$ cat src/rtl/evm_ballot_ctrl.sv
// EVM ballot sequencer: debounces the officer/voter buttons, enables one ballot per
// issue, validates the party switch and strobes a single vote to the counters.
module evm_ballot_ctrl #(
  parameter int DEB_CYCLES     = 1000,
  parameter int TIMEOUT_CYCLES = 5000,
  parameter int HOLD_CYCLES    = 200,
  parameter int MAX_BALLOTS    = 127
) (
  input  logic       clk,
  input  logic       rst_n,
  input  logic       poll_en,
  input  logic       issue_btn,
  input  logic       cast_btn,
  input  logic [2:0] voter_switch,
  output logic       ballot_en,
  output logic       cast_valid,
  output logic [2:0] cast_sel,
  output logic       invalid,
  output logic       reject,
  output logic       timeout,
  output logic       busy,
  output logic       full,
  output logic [6:0] issued_cnt
);

  localparam int CW    = $clog2(DEB_CYCLES + 1);
  localparam int TMAX  = (TIMEOUT_CYCLES > HOLD_CYCLES) ? TIMEOUT_CYCLES : HOLD_CYCLES;
  localparam int TW    = $clog2(TMAX + 1);

  typedef enum logic [2:0] {CLOSED, IDLE, BALLOT, COMMIT, HOLD} state_t;

  logic [1:0] btn_raw;
  logic [1:0] btn_rise;
  logic       issue_rise;
  logic       cast_rise;

  assign btn_raw    = {cast_btn, issue_btn};
  assign issue_rise = btn_rise[0];
  assign cast_rise  = btn_rise[1];

  // Each button: 2-flop sync, then the synced level must differ from the accepted
  // level for DEB_CYCLES consecutive cycles before it is taken.
  genvar gi;
  generate
    for (gi = 0; gi < 2; gi++) begin : g_deb
      logic          s1_reg;
      logic          s2_reg;
      logic          deb_reg;
      logic          rise_reg;
      logic [CW-1:0] cnt_reg;

      always_ff @(posedge clk or negedge rst_n) begin
        if (!rst_n) begin
          s1_reg   <= 1'b0;
          s2_reg   <= 1'b0;
          deb_reg  <= 1'b0;
          rise_reg <= 1'b0;
          cnt_reg  <= '0;
        end else begin
          s1_reg   <= btn_raw[gi];
          s2_reg   <= s1_reg;
          rise_reg <= 1'b0;
          if (s2_reg == deb_reg) begin
            cnt_reg <= '0;
          end else if (cnt_reg == CW'(DEB_CYCLES - 1)) begin
            cnt_reg  <= '0;
            deb_reg  <= s2_reg;
            rise_reg <= s2_reg;
          end else begin
            cnt_reg <= cnt_reg + 1'b1;
          end
        end
      end

      assign btn_rise[gi] = rise_reg;
    end
  endgenerate

  logic [2:0]    sw_s1_reg;
  logic [2:0]    sw_s2_reg;
  logic          sw_onehot;
  logic          sw_bad;
  state_t        state_reg;
  logic [TW-1:0] timer_reg;
  logic [6:0]    issued_cnt_reg;
  logic          ballot_en_reg;
  logic          cast_valid_reg;
  logic [2:0]    cast_sel_reg;
  logic          invalid_reg;
  logic          reject_reg;
  logic          timeout_reg;
  logic          busy_reg;
  logic          full_w;

  assign sw_onehot = (sw_s2_reg == 3'b001) || (sw_s2_reg == 3'b010) || (sw_s2_reg == 3'b100);
  assign sw_bad    = !sw_onehot && (sw_s2_reg != 3'b000);
  assign full_w    = (issued_cnt_reg == 7'(MAX_BALLOTS));

  always_ff @(posedge clk or negedge rst_n) begin
    if (!rst_n) begin
      sw_s1_reg      <= 3'b000;
      sw_s2_reg      <= 3'b000;
      state_reg      <= CLOSED;
      timer_reg      <= '0;
      issued_cnt_reg <= '0;
      ballot_en_reg  <= 1'b0;
      cast_valid_reg <= 1'b0;
      cast_sel_reg   <= 3'b000;
      invalid_reg    <= 1'b0;
      reject_reg     <= 1'b0;
      timeout_reg    <= 1'b0;
      busy_reg       <= 1'b0;
    end else begin
      sw_s1_reg      <= voter_switch;
      sw_s2_reg      <= sw_s1_reg;
      cast_valid_reg <= 1'b0;
      cast_sel_reg   <= 3'b000;
      reject_reg     <= 1'b0;
      timeout_reg    <= 1'b0;
      if (!poll_en) begin
        // Closing voids any open ballot silently; a strobe already on the wire completes.
        state_reg     <= CLOSED;
        ballot_en_reg <= 1'b0;
        invalid_reg   <= 1'b0;
        busy_reg      <= 1'b0;
      end else begin
        case (state_reg)
          CLOSED: state_reg <= IDLE;
          IDLE: begin
            if (issue_rise && !full_w) begin
              state_reg     <= BALLOT;
              timer_reg     <= TW'(TIMEOUT_CYCLES - 1);
              ballot_en_reg <= 1'b1;
              invalid_reg   <= sw_bad;
            end
          end
          BALLOT: begin
            if (cast_rise && sw_onehot) begin
              state_reg      <= COMMIT;
              cast_valid_reg <= 1'b1;
              cast_sel_reg   <= sw_s2_reg;
              ballot_en_reg  <= 1'b0;
              invalid_reg    <= 1'b0;
              if (!full_w) issued_cnt_reg <= issued_cnt_reg + 1'b1;
            end else if (timer_reg == '0) begin
              state_reg     <= IDLE;
              timeout_reg   <= 1'b1;
              ballot_en_reg <= 1'b0;
              invalid_reg   <= 1'b0;
              reject_reg    <= cast_rise;
            end else begin
              timer_reg   <= timer_reg - 1'b1;
              invalid_reg <= sw_bad;
              reject_reg  <= cast_rise;
            end
          end
          COMMIT: begin
            state_reg <= HOLD;
            timer_reg <= TW'(HOLD_CYCLES - 1);
            busy_reg  <= 1'b1;
          end
          HOLD: begin
            if (timer_reg == '0) begin
              state_reg <= IDLE;
              busy_reg  <= 1'b0;
            end else begin
              timer_reg <= timer_reg - 1'b1;
            end
          end
          default: state_reg <= CLOSED;
        endcase
      end
    end
  end

  assign ballot_en  = ballot_en_reg;
  assign cast_valid = cast_valid_reg;
  assign cast_sel   = cast_sel_reg;
  assign invalid    = invalid_reg;
  assign reject     = reject_reg;
  assign timeout    = timeout_reg;
  assign busy       = busy_reg;
  assign full       = full_w;
  assign issued_cnt = issued_cnt_reg;

endmodule
$ cat config.mk
export PLATFORM = sky130hd
export DESIGN_NAME = evm_ballot_ctrl
export DESIGN_NICKNAME = d
export VERILOG_FILES = /design/src/rtl/evm_ballot_ctrl.sv
export SDC_FILE = /design/constraint.sdc
export NUM_CORES = 1
export LEC_CHECK = 0
export CORE_MARGIN = 3
export CORE_UTILIZATION = 57
export CTS_CLUSTER_DIAMETER = 150
export DETAILED_ROUTE_END_ITERATION = 10
export DONT_BUFFER_PORTS = 1
export MAX_ROUTING_LAYER = met4
export PLACE_DENSITY = 0.87
export SYNTH_ARGS = -nofsm -noshare
export SYNTH_HDL_FRONTEND = slang
export SYNTH_SLANG_ARGS = --single-unit
export TNS_END_PERCENT = 5
$ cat constraint.sdc
create_clock -name clk -period 2.1 [get_ports clk]
set_clock_uncertainty 0.05 [all_clocks]
set_input_delay 0.315 -clock clk [delete_from_list [all_inputs] [get_ports clk]]
set_output_delay 0.315 -clock clk [all_outputs]
set_load 0.01 [all_outputs]
==> metrics.yaml, run 1 <==
final_core_util: 0.6892
placementRows: 26
dp.cells: 374
worst_slew_margin_rel: 0.6061
place_congestion: 0.9426
fillers: 368
synth_edf_count: 0
grt_max_degree: 67
synth.most_common_cell: "dfrtp_1"
antenna_found_initial: 0
grt_pass1_vias: 2387
syn_inst: 297
clockBufferDepth: 2
wl_per_cell_um: 16.22
cp_cell_sequence: "nor4bb_1 -> a311oi_2 -> o32ai_2 -> nor2_2 -> a32o_1"
worstPathRequired_ns: 2.28
grt-ovfl-total: 0
min_path_type: "in -> reg"
io_buffers: 0
largest_register_ffs: 20
synth_flop_cell: "dfrtp_1"
leakagePower_uw: 0.001569
initial_utilization: 0.6007
regArea_mm2: 0.001652
fmax_mhz: 491.6
finalMaxSlewViolations: 0
io_pins: 25
root_buffer: "clkbuf_8"
path_class: "reg -> reg"
final_cell_area_mm2: 0.003587
die_h_um: 80.07
area_delta_synth_final_pct: 14.73
setup_violations: 0
synth_seq_cells: 66
outcome: "complete, no violations"
ys_types: 55
grt_pass1_wl_mm: 11.05
power_density_mw_per_mm2: 859.0
drive_gt1_frac: 0.1529
worstMarginPinSlew_ns: 0.5909
synth_nets: 310
syn_area_mm2: 0.003127
worst_setup_path_start_kind: "flip-flop"
cts_sinks: 66
synth_area_leaders: "dfrtp_1 (53%), xnor2_1 (4.8%), nor2_1 (3.8%)"
postSynthAreaPerCell_um2: 10.53
dieArea_mm2: 0.006410
yosys.area.top_type_share: 0.5282
dpl.hpwl_mm: 4.399
insertedDiodeCount: 0
htreeDepth: 3
max_cap_violations: 0
crit_path_top_delay_cell: "o32ai_2"
dieWidth_um: 80.07
clk_latency_ns: 0.35
fp.coreArea_mm2: 0.005205
drt_first_pass_iters: 6
via_per_inst: 6.023
routed_wirelength_mm: 6.438
rsz0062_at_grt: "true"
end_kind: "flip-flop"
finalHoldViolations: 0
finalCriticalPeriod_ns: 2.034
cts_made_buffers: 9
vias: 2391
yosys_warnings: 0
fin_nets: 335
drt_first_iter_violations: 291
async_reset_ff_frac: 1.000
synth_seq_area_share: 0.5282
synth_top_area_cell: "dfrtp_1"
irDropWorstVdd_uv: 862.4
arrival_ns: 2.21
gr-usage-all-layers: 0.2299
place_area_mm2: 0.003256
postRouteAntennaNets: 0
multi_input_area_mm2: 0.001404
synthTopCellsByCount: "dfrtp_1 (66), nor2_1 (32), nand2_1 (30)"
cts_tree: "done"
drc: 0
slowest_delay_ns: 0.53
worstPathMaxFanout: 9
stdcell_count: 397
fin_crit_sh: 0.9686
clk_pin_slew_ns: 0.07
==> cells in the final DEF (no fill, tap or decap), types with 7 or more instances in the layout <==
cell / count
a21oi_1: 13
buf_4: 13
nand2_1: 30
nor2_1: 32
dfrtp_1: 66
xnor2_1: 17
o21ai_0: 11
and3_1: 7
xor2_1: 7
nand3_1: 11
clkbuf_8: 9
inv_1: 11
==> layer usage <==
layer | routed length [µm] | GRT usage | up-vias
met2 | 3079 | 0.3601 | 90
met3 | 404 | 0.07623 | 17
li1 | - | - | 1116
met4 | 116 | 0.06926 | 0
met1 | 2837 | 0.2853 | 1168
met5 | 0 | - | -
==> path summary, 6_finish.rpt <==
path	cells past startpoint	slack, ns	from	endpoint
worst max register to register	5	0.07	sw_s2_reg[2]	timer_reg[8]
worst min register to register	0	0.30	g_deb[1].s1_reg	g_deb[1].s2_reg
max in group asynchronous	2	1.27	rst_n	timer_reg[12]
worst min-delay path	1	0.07	poll_en	state_reg[0]
min in group asynchronous	2	0.46	rst_n	timer_reg[10]
worst max-delay path	5	0.07	sw_s2_reg[2]	timer_reg[8]
==> power breakdown <==
group,internal (µW),switching [µW],total [µW]
Combinational,183,229,412
Clock,672,482,1150
Sequential,1380,140,1520
Total,2230,851,3080
==> layout make-up <==
| class | instances | area share |
|---|---|---|
| Tap cell | 70 | 0.02442 |
| Multi-Input combinational cell | 214 | 0.3914 |
| Inverter | 11 | 0.01151 |
| Clock inverter | 6 | 0.02511 |
| Clock buffer | 10 | 0.03558 |
| Timing Repair Buffer | 20 | 0.05162 |
| Sequential cell | 66 | 0.4604 |
==> kinds of logic after synthesis <==
group | Yosys count | share of synthesized area
AO/OA/AOI/OAI | 56 | 0.1293
XOR/XNOR | 24 | 0.06723
adder cells (fa/ha/maj) | 5 | 0.02001
buffers and inverters | 17 | 0.03121
flip-flops | 66 | 0.5282
multiplexers | 3 | 0.01080
AND/OR/NAND/NOR | 126 | 0.2133
==> per-stage QoR <==
| step | setup slack (ns) | total power, µW | TNS, ns | hold WS (ns) |
|---|---|---|---|---|
| after global routing | -0.09904 | 3229 | -0.5365 | 0.04850 |
| after global placement | 0.1364 | 1847 | 0 | -0.02920 |
| final | 0.06585 | 3081 | 0 | 0.07234 |
| after floorplan | 0.07064 | 1751 | 0 | -0.03059 |
| after detailed placement | 0.07025 | 1876 | 0 | -0.02914 |
| after CTS | 0.02870 | 3074 | 0 | 0.06068 |
==> timing repair <==
action | CTS | global route
setup endpoints to repair | 0 | 13
hold buffers | 7 | 0
setup buffers | 0 | 0
resized for setup | 0 | 8
hold endpoints to repair | 71 | 0
==> critical path, delay by kind of cell (launching register included) <==
family / cells / cell delay (ns)
simple gates: 2 / 0.53
compound gates: 3 / 0.91
flops: 1 / 0.43
(Power assumes the default switching activity.)
==> run 2: changes to the inputs <==
CTS_BUF_LIST = sky130_fd_sc_hd__clkbuf_16   (was unset)
==> run 2 against run 1 <==
  * The flow now finishes with violations (negative setup slack)
  * Maximum frequency decreased by 3.7%
  * Final cell count is the same
  * Highest routed layer unchanged
  * Total power rose by 14%
  * Sequential share of layout area down 1.5 points
  * Die area unchanged
  * Critical path depth stayed put
  * Wire length up 7.1%
  * Sequential power barely moved
  * Via count is 2.4% higher
  * Final area is 3.3% higher
  * Register-to-register slack worse by 0.08 ns
  * Utilization rose by 2.3 points
  * Largest power group is now the clock network
==> metrics.yaml, run 2 (synthesized netlist as in run 1, its figures left out) <==
outcome: "finished with violations"
violations: "negative setup slack"
grt_max_degree: 67  # unchanged
swShare: 0.2606  # -0.01547
crit_buf_inv: 0  # unchanged
worstPathMaxFanout: 9  # unchanged
power_density_mw_per_mm2: 948.2  # +10%
drt_first_iter_violations: 262  # -10%
area_delta_synth_final_pct: 18.53
initial_utilization: 0.6007  # unchanged
finalCriticalPeriod_ns: 2.113  # +0.07910 ns
cp_cell_sequence: "nor2b_1 -> a211oi_2 -> o32ai_4 -> or4_1 -> a21oi_2"
final_cell_mix: "dfrtp_1 (66), nor2_1 (32), nand2_1 (30)"
antenna_found_initial: 0  # unchanged
cts_sinks: 66  # unchanged
clockBufferDepth: 2  # unchanged
worstMarginPinSlew_ns: 0.4642  # -0.1267 ns
worst_slack_ns: -0.01325  # -0.07910 ns
stdcell_count: 397  # unchanged
leakagePower_uw: 0.001613  # +2.8%
finalHoldViolations: 0  # unchanged
p_sw_uw: 915.7  # +7.7%
final_core_util: 0.7120  # +0.02284
root_buffer: "clkbuf_16"
fmax_mhz: 473.2  # -3.7%
grt-ovfl-total: 0  # unchanged
finalMaxSlewViolations: 0  # unchanged
setup_violations: 2  # +2
drt_first_pass_iters: 5  # -1
worst_slew_margin_rel: 0.6882  # +0.08209
path_class: "reg -> reg"
io_buffers: 0  # unchanged
min_path_type: "in -> reg"
cts_tree: "done"
max_cap_violations: 0  # unchanged
via_per_inst: 6.166  # +2.4%
clk_latency_ns: 0.33  # -0.02 ns
end_kind: "flip-flop"
p_seq_frac: 0.431  # -0.061
placementRows: 26  # unchanged
grt_pass1_wl_mm: 11.41  # +3.3%
p_int_uw: 2598  # +16%
final_common_cell: "dfrtp_1"
drive_gt1_frac: 0.1560  # +0.003058
clkPwrFrac: 0.449  # +0.074
grt_pass1_vias: 2422  # +1.5%
postRouteAntennaNets: 0  # unchanged
gr-usage-all-layers: 0.2379  # +0.007970
drc: 0  # unchanged
dieWidth_um: 80.07  # unchanged
fp.coreArea_mm2: 0.005205  # unchanged
place_congestion: 0.9426  # unchanged
slowest_delay_ns: 0.53  # about the same
dp.cells: 374  # unchanged
dpl.hpwl_mm: 4.399  # unchanged
dieArea_mm2: 0.006410  # unchanged
worst_setup_path_start_kind: "flip-flop"
routed_wirelength_mm: 6.897  # +7.1%
crit_path_top_delay_cell: "or4_1"
final.setup.tns_ns: -0.02453  # -0.02453 ns
clk_pin_slew_ns: 0.05  # -0.02 ns
vias: 2448  # +2.4%
cts_made_buffers: 9  # unchanged
irDropWorstVdd_uv: 960.8  # +11%
worstPathRequired_ns: 2.31  # +0.03 ns
wl_per_cell_um: 17.37  # +7.1%
fin_crit_sh: 1.006  # +0.03767
die_h_um: 80.07  # unchanged
fin_nets: 335  # unchanged
fillers: 352  # -4.3%
comb_power_share: 0.120  # -0.014
htreeDepth: 3  # unchanged
place_area_mm2: 0.003256  # unchanged
largest_register_ffs: 20  # unchanged
arrival_ns: 2.32  # +0.11 ns
final_cell_area_mm2: 0.003706  # +3.3%
rsz0062_at_grt: "true"
io_pins: 25  # unchanged
path_delay_family: "compound AO/OA/AOI/OAI gates"
insertedDiodeCount: 0  # unchanged
-- run 2: cell types whose count changed in the layout (fill, tap and decap cells not counted), sizes merged --
cell,delta
inv,+1
clkbuf,-1
-- run 2: area by class of cell --
type,instances,area (µm²),share of cell area
sequential,66,1652,0.4456
multi-input combinational,214,1421,0.3835
clock buffer,9,225.2,0.06077
timing repair buffer,20,185.2,0.04997
clock inverter,7,93.84,0.02532
tap,70,87.58,0.02363
inverter,11,41.29,0.01114
-- run 2: repair_timing --
item                                    in CTS  in global routing
hold buffers                                 7                  0
resized for setup                            0                 10
buffers inserted                             0                  0
hold endpoints to repair                    71                  0
endpoints found under the setup margin       0                 12
-- run 2: worst reg2reg max path, stage by stage, from the launching register on --
cell      delay, ns
dfrtp_1        0.49
nor2b_1        0.21
a211oi_2       0.38
o32ai_4        0.22
or4_1          0.53
a21oi_2        0.15
-- run 2: final timing paths --
path / startpoint / endpoint / slack [ns] / cells after the start
setup / recovery: state_reg[0] / timer_reg[4] / -0.01 / 5
hold / removal: poll_en / state_reg[0] / 0.09 / 1
setup reg to reg: state_reg[0] / timer_reg[4] / -0.01 / 5
hold reg to reg: g_deb[1].s1_reg / g_deb[1].s2_reg / 0.30 / 0
max in group asynchronous: rst_n / g_deb[0].cnt_reg[9] / 1.27 / 2
min in group asynchronous: rst_n / issued_cnt[4] / 0.46 / 2
-- run 2: through the flow --
step	hold WS (ns)	total power [µW]	setup WS [ns]
final	0.08920	3514	-0.01325
after global routing	0.07770	3656	-0.1467
after CTS	0.08170	3497	0.03167
after detailed placement	-0.02914	1876	0.07025
after global placement	-0.02920	1847	0.1364
after floorplan	-0.03059	1751	0.07064
-- run 2: power groups by stage --
stage | Combinational [µW] | Clock, µW | Sequential, µW
after floorplan | 270 | 0 | 1480
after global placement | 332 | 0 | 1520
after detailed placement | 354 | 0 | 1520
after CTS | 398 | 1600 | 1500
after global routing | 466 | 1660 | 1530
final | 420 | 1580 | 1510
-- run 2: per-layer routing --
| metal | global-route usage | wire (µm) | up-vias |
|---|---|---|---|
| li1 | - | - | 1118 |
| met1 | 0.2907 | 2881 | 1188 |
| met2 | 0.3808 | 3429 | 119 |
| met3 | 0.06390 | 413 | 23 |
| met4 | 0.08784 | 172 | 0 |
| met5 | - | 0 | - |
==> run 3: changes to the inputs <==
CORE_UTILIZATION = 52   (was 57)
DONT_BUFFER_PORTS = unset   (was 1)
==> run 3 against run 2 <==
  * The run now ends clean
  * Critical path type unchanged
  * Flip-flop and latch count stayed put
  * Sequential share of layout area is 2.7 points lower
  * Highest routed layer unchanged
  * Total power is 3.4% lower
  * Worst hold slack better by 0.21 ns
  * Critical path depth is 2 higher
  * Non-clock buffer count is 32 higher
  * Setup slack better by 0.090 ns
==> metrics.yaml, run 3 (synthesized netlist as in run 1, its figures left out) <==
worst_slack_ns: 0.07684  # +0.09009 ns
place_congestion: 0.9674  # +2.6%
htreeDepth: 3  # unchanged
hp-start: "sw_s1_reg[2]"
dieArea_mm2: 0.006980  # +8.9%
clkPwrFrac: 0.419  # -0.030
clk_pin_slew_ns: 0.06  # about the same
via_per_inst: 6.121  # -0.74%
drc: 0  # unchanged
cts_tree: "done"
cts_sinks: 66  # unchanged
insertedDiodeCount: 0  # unchanged
root_buffer: "clkbuf_16"
routed_wirelength_mm: 7.411  # +7.5%
drt_first_iter_violations: 265  # +1.1%
fmax_mhz: 494.3  # +4.5%
leakagePower_uw: 0.001728  # +7.1%
worst_slew_margin_rel: 0.6018  # -0.08634
gr-usage-all-layers: 0.2346  # -0.003302
grt_pass1_wl_mm: 12.77  # +12%
finalCriticalPeriod_ns: 2.023  # -0.09009 ns
finalHoldViolations: 0  # unchanged
fin_crit_sh: 0.9634  # -0.04290
comb_power_share: 0.139  # +0.019
stdcell_count: 431  # +8.6%
worstMarginPinSlew_ns: 0.5973  # +0.1331 ns
fp.coreArea_mm2: 0.005675  # +9.0%
dieWidth_um: 83.55  # +4.3%
final_cell_mix: "dfrtp_1 (66), nor2_1 (31), nand2_1 (30)"
reg2reg_depth: 7  # +2
swShare: 0.2889  # +0.02832
r2r-start: "timer_reg[0]"
worst_setup_path_start_kind: "flip-flop"
die_h_um: 83.55  # +4.3%
antenna_found_initial: 0  # unchanged
p_int_uw: 2415  # -7.1%
io_buffers: 24  # +24
worstPathRequired_ns: 2.30  # about the same
wl_per_cell_um: 17.19  # -1.0%
cts_made_buffers: 9  # unchanged
area_delta_synth_final_pct: 26.09
r2r_slack_ns: 0.08  # +0.09 ns
grt-ovfl-total: 0  # unchanged
clk_latency_ns: 0.33  # about the same
power_density_mw_per_mm2: 861.3  # -9.2%
dp.cells: 412  # +10%
outcome: "complete, no violations"
worstPathMaxFanout: 9  # unchanged
dpl.hpwl_mm: 4.888  # +11%
path_class: "reg -> reg"
arrival_ns: 2.23  # -0.09 ns
grt_pass1_vias: 2639  # +9.0%
clockBufferDepth: 2  # unchanged
io_pins: 25  # unchanged
drive_gt1_frac: 0.1783  # +0.02231
p_sw_uw: 981.0  # +7.1%
whs_ns: 0.2988  # +0.2096 ns
postRouteAntennaNets: 0  # unchanged
irDropWorstVdd_uv: 724.5  # -25%
drt_first_pass_iters: 5  # unchanged
final_common_cell: "dfrtp_1"
holdPathStages: 0  # -1
rsz0062_at_grt: "false"
placementRows: 27  # +3.8%
max_cap_violations: 0  # unchanged
min_path_type: "reg -> reg"
end_kind: "flip-flop"
setup_violations: 0  # -2
worstHoldEndpoint: "sw_s2_reg[2]"
initial_utilization: 0.5509  # -0.04980
p_seq_frac: 0.442  # +0.011
largest_register_ffs: 20  # unchanged
grt_max_degree: 28  # -58%
fin_nets: 367  # +9.6%
pre_cts_ws_ns: -0.1011  # -0.1714 ns
vias: 2638  # +7.8%
finalMaxSlewViolations: 0  # unchanged
rr_endpoint: "timer_reg[4]"
run 3: metrics by stage:
step / power, µW / util / cell area (µm²) / setup TNS, ns
after floorplan: 1751 / - / 3127 / 0
after global placement: 1932 / 0.6358 / 3608 / -0.08674
after detailed placement: 1963 / 0.6358 / 3608 / -0.3955
after CTS: 3390 / 0.6920 / 3928 / 0
after global routing: 3544 / 0.6947 / 3943 / 0
final: 3396 / 0.6947 / 3943 / 0
run 3: power groups by stage:
stage	logic, µW	clock network [µW]	registers, µW
2_1_floorplan	270	0	1480
3_3_place_gp	428	0	1500
3_5_place_dp	451	0	1510
4_1_cts	460	1440	1490
5_1_grt	524	1500	1520
6_report	472	1420	1500
run 3: timing repair:
| action | in CTS | in global routing |
|---|---|---|
| gates resized for setup | 4 | 4 |
| endpoints found under the hold margin | 25 | 0 |
| pin swaps | 1 | 0 |
| buffers inserted | 2 | 0 |
| endpoints found under the setup margin | 3 | 7 |
| hold buffers | 1 | 0 |
run 3: worst max-delay path, cell delays in order (launching register included):
cell and delay (ns):
dfrtp_1 0.36, inv_1 0.09, ha_1 0.21, nor2b_2 0.17, and4_4 0.23, and2_4 0.18
or4_1 0.50, a21oi_1 0.17
run 3: final cells by class:
type                    count  area (µm²)
inverters                  11       41.29
clock buffers               9       225.2
clock inverters             7       61.31
well taps                  72       90.09
flip-flops and latches     66        1652
fillers                   372        1733
repair buffers             52       471.7
multi-input cells         214        1401
run 3: worst max-delay path by stage:
stage / start / endpoint / slack (ns) / cells past startpoint
after floorplan: timer_reg[0] / timer_reg[3] / 0.07 / 9
after global placement: poll_en / timer_reg[4] / -0.04 / 6
after detailed placement: poll_en / timer_reg[4] / -0.10 / 6
after CTS: timer_reg[0] / timer_reg[3] / 0.001 / 7
after global routing: timer_reg[0] / timer_reg[3] / 0.002 / 7
final: timer_reg[0] / timer_reg[4] / 0.08 / 7
run 3: layer usage:
metal	routed length, µm	GRT usage	vias up
met3	454	0.06713	19
met1	3028	0.2719	1314
met2	3779	0.3863	112
met4	149	0.09357	0
met5	0	-	-
li1	-	-	1193
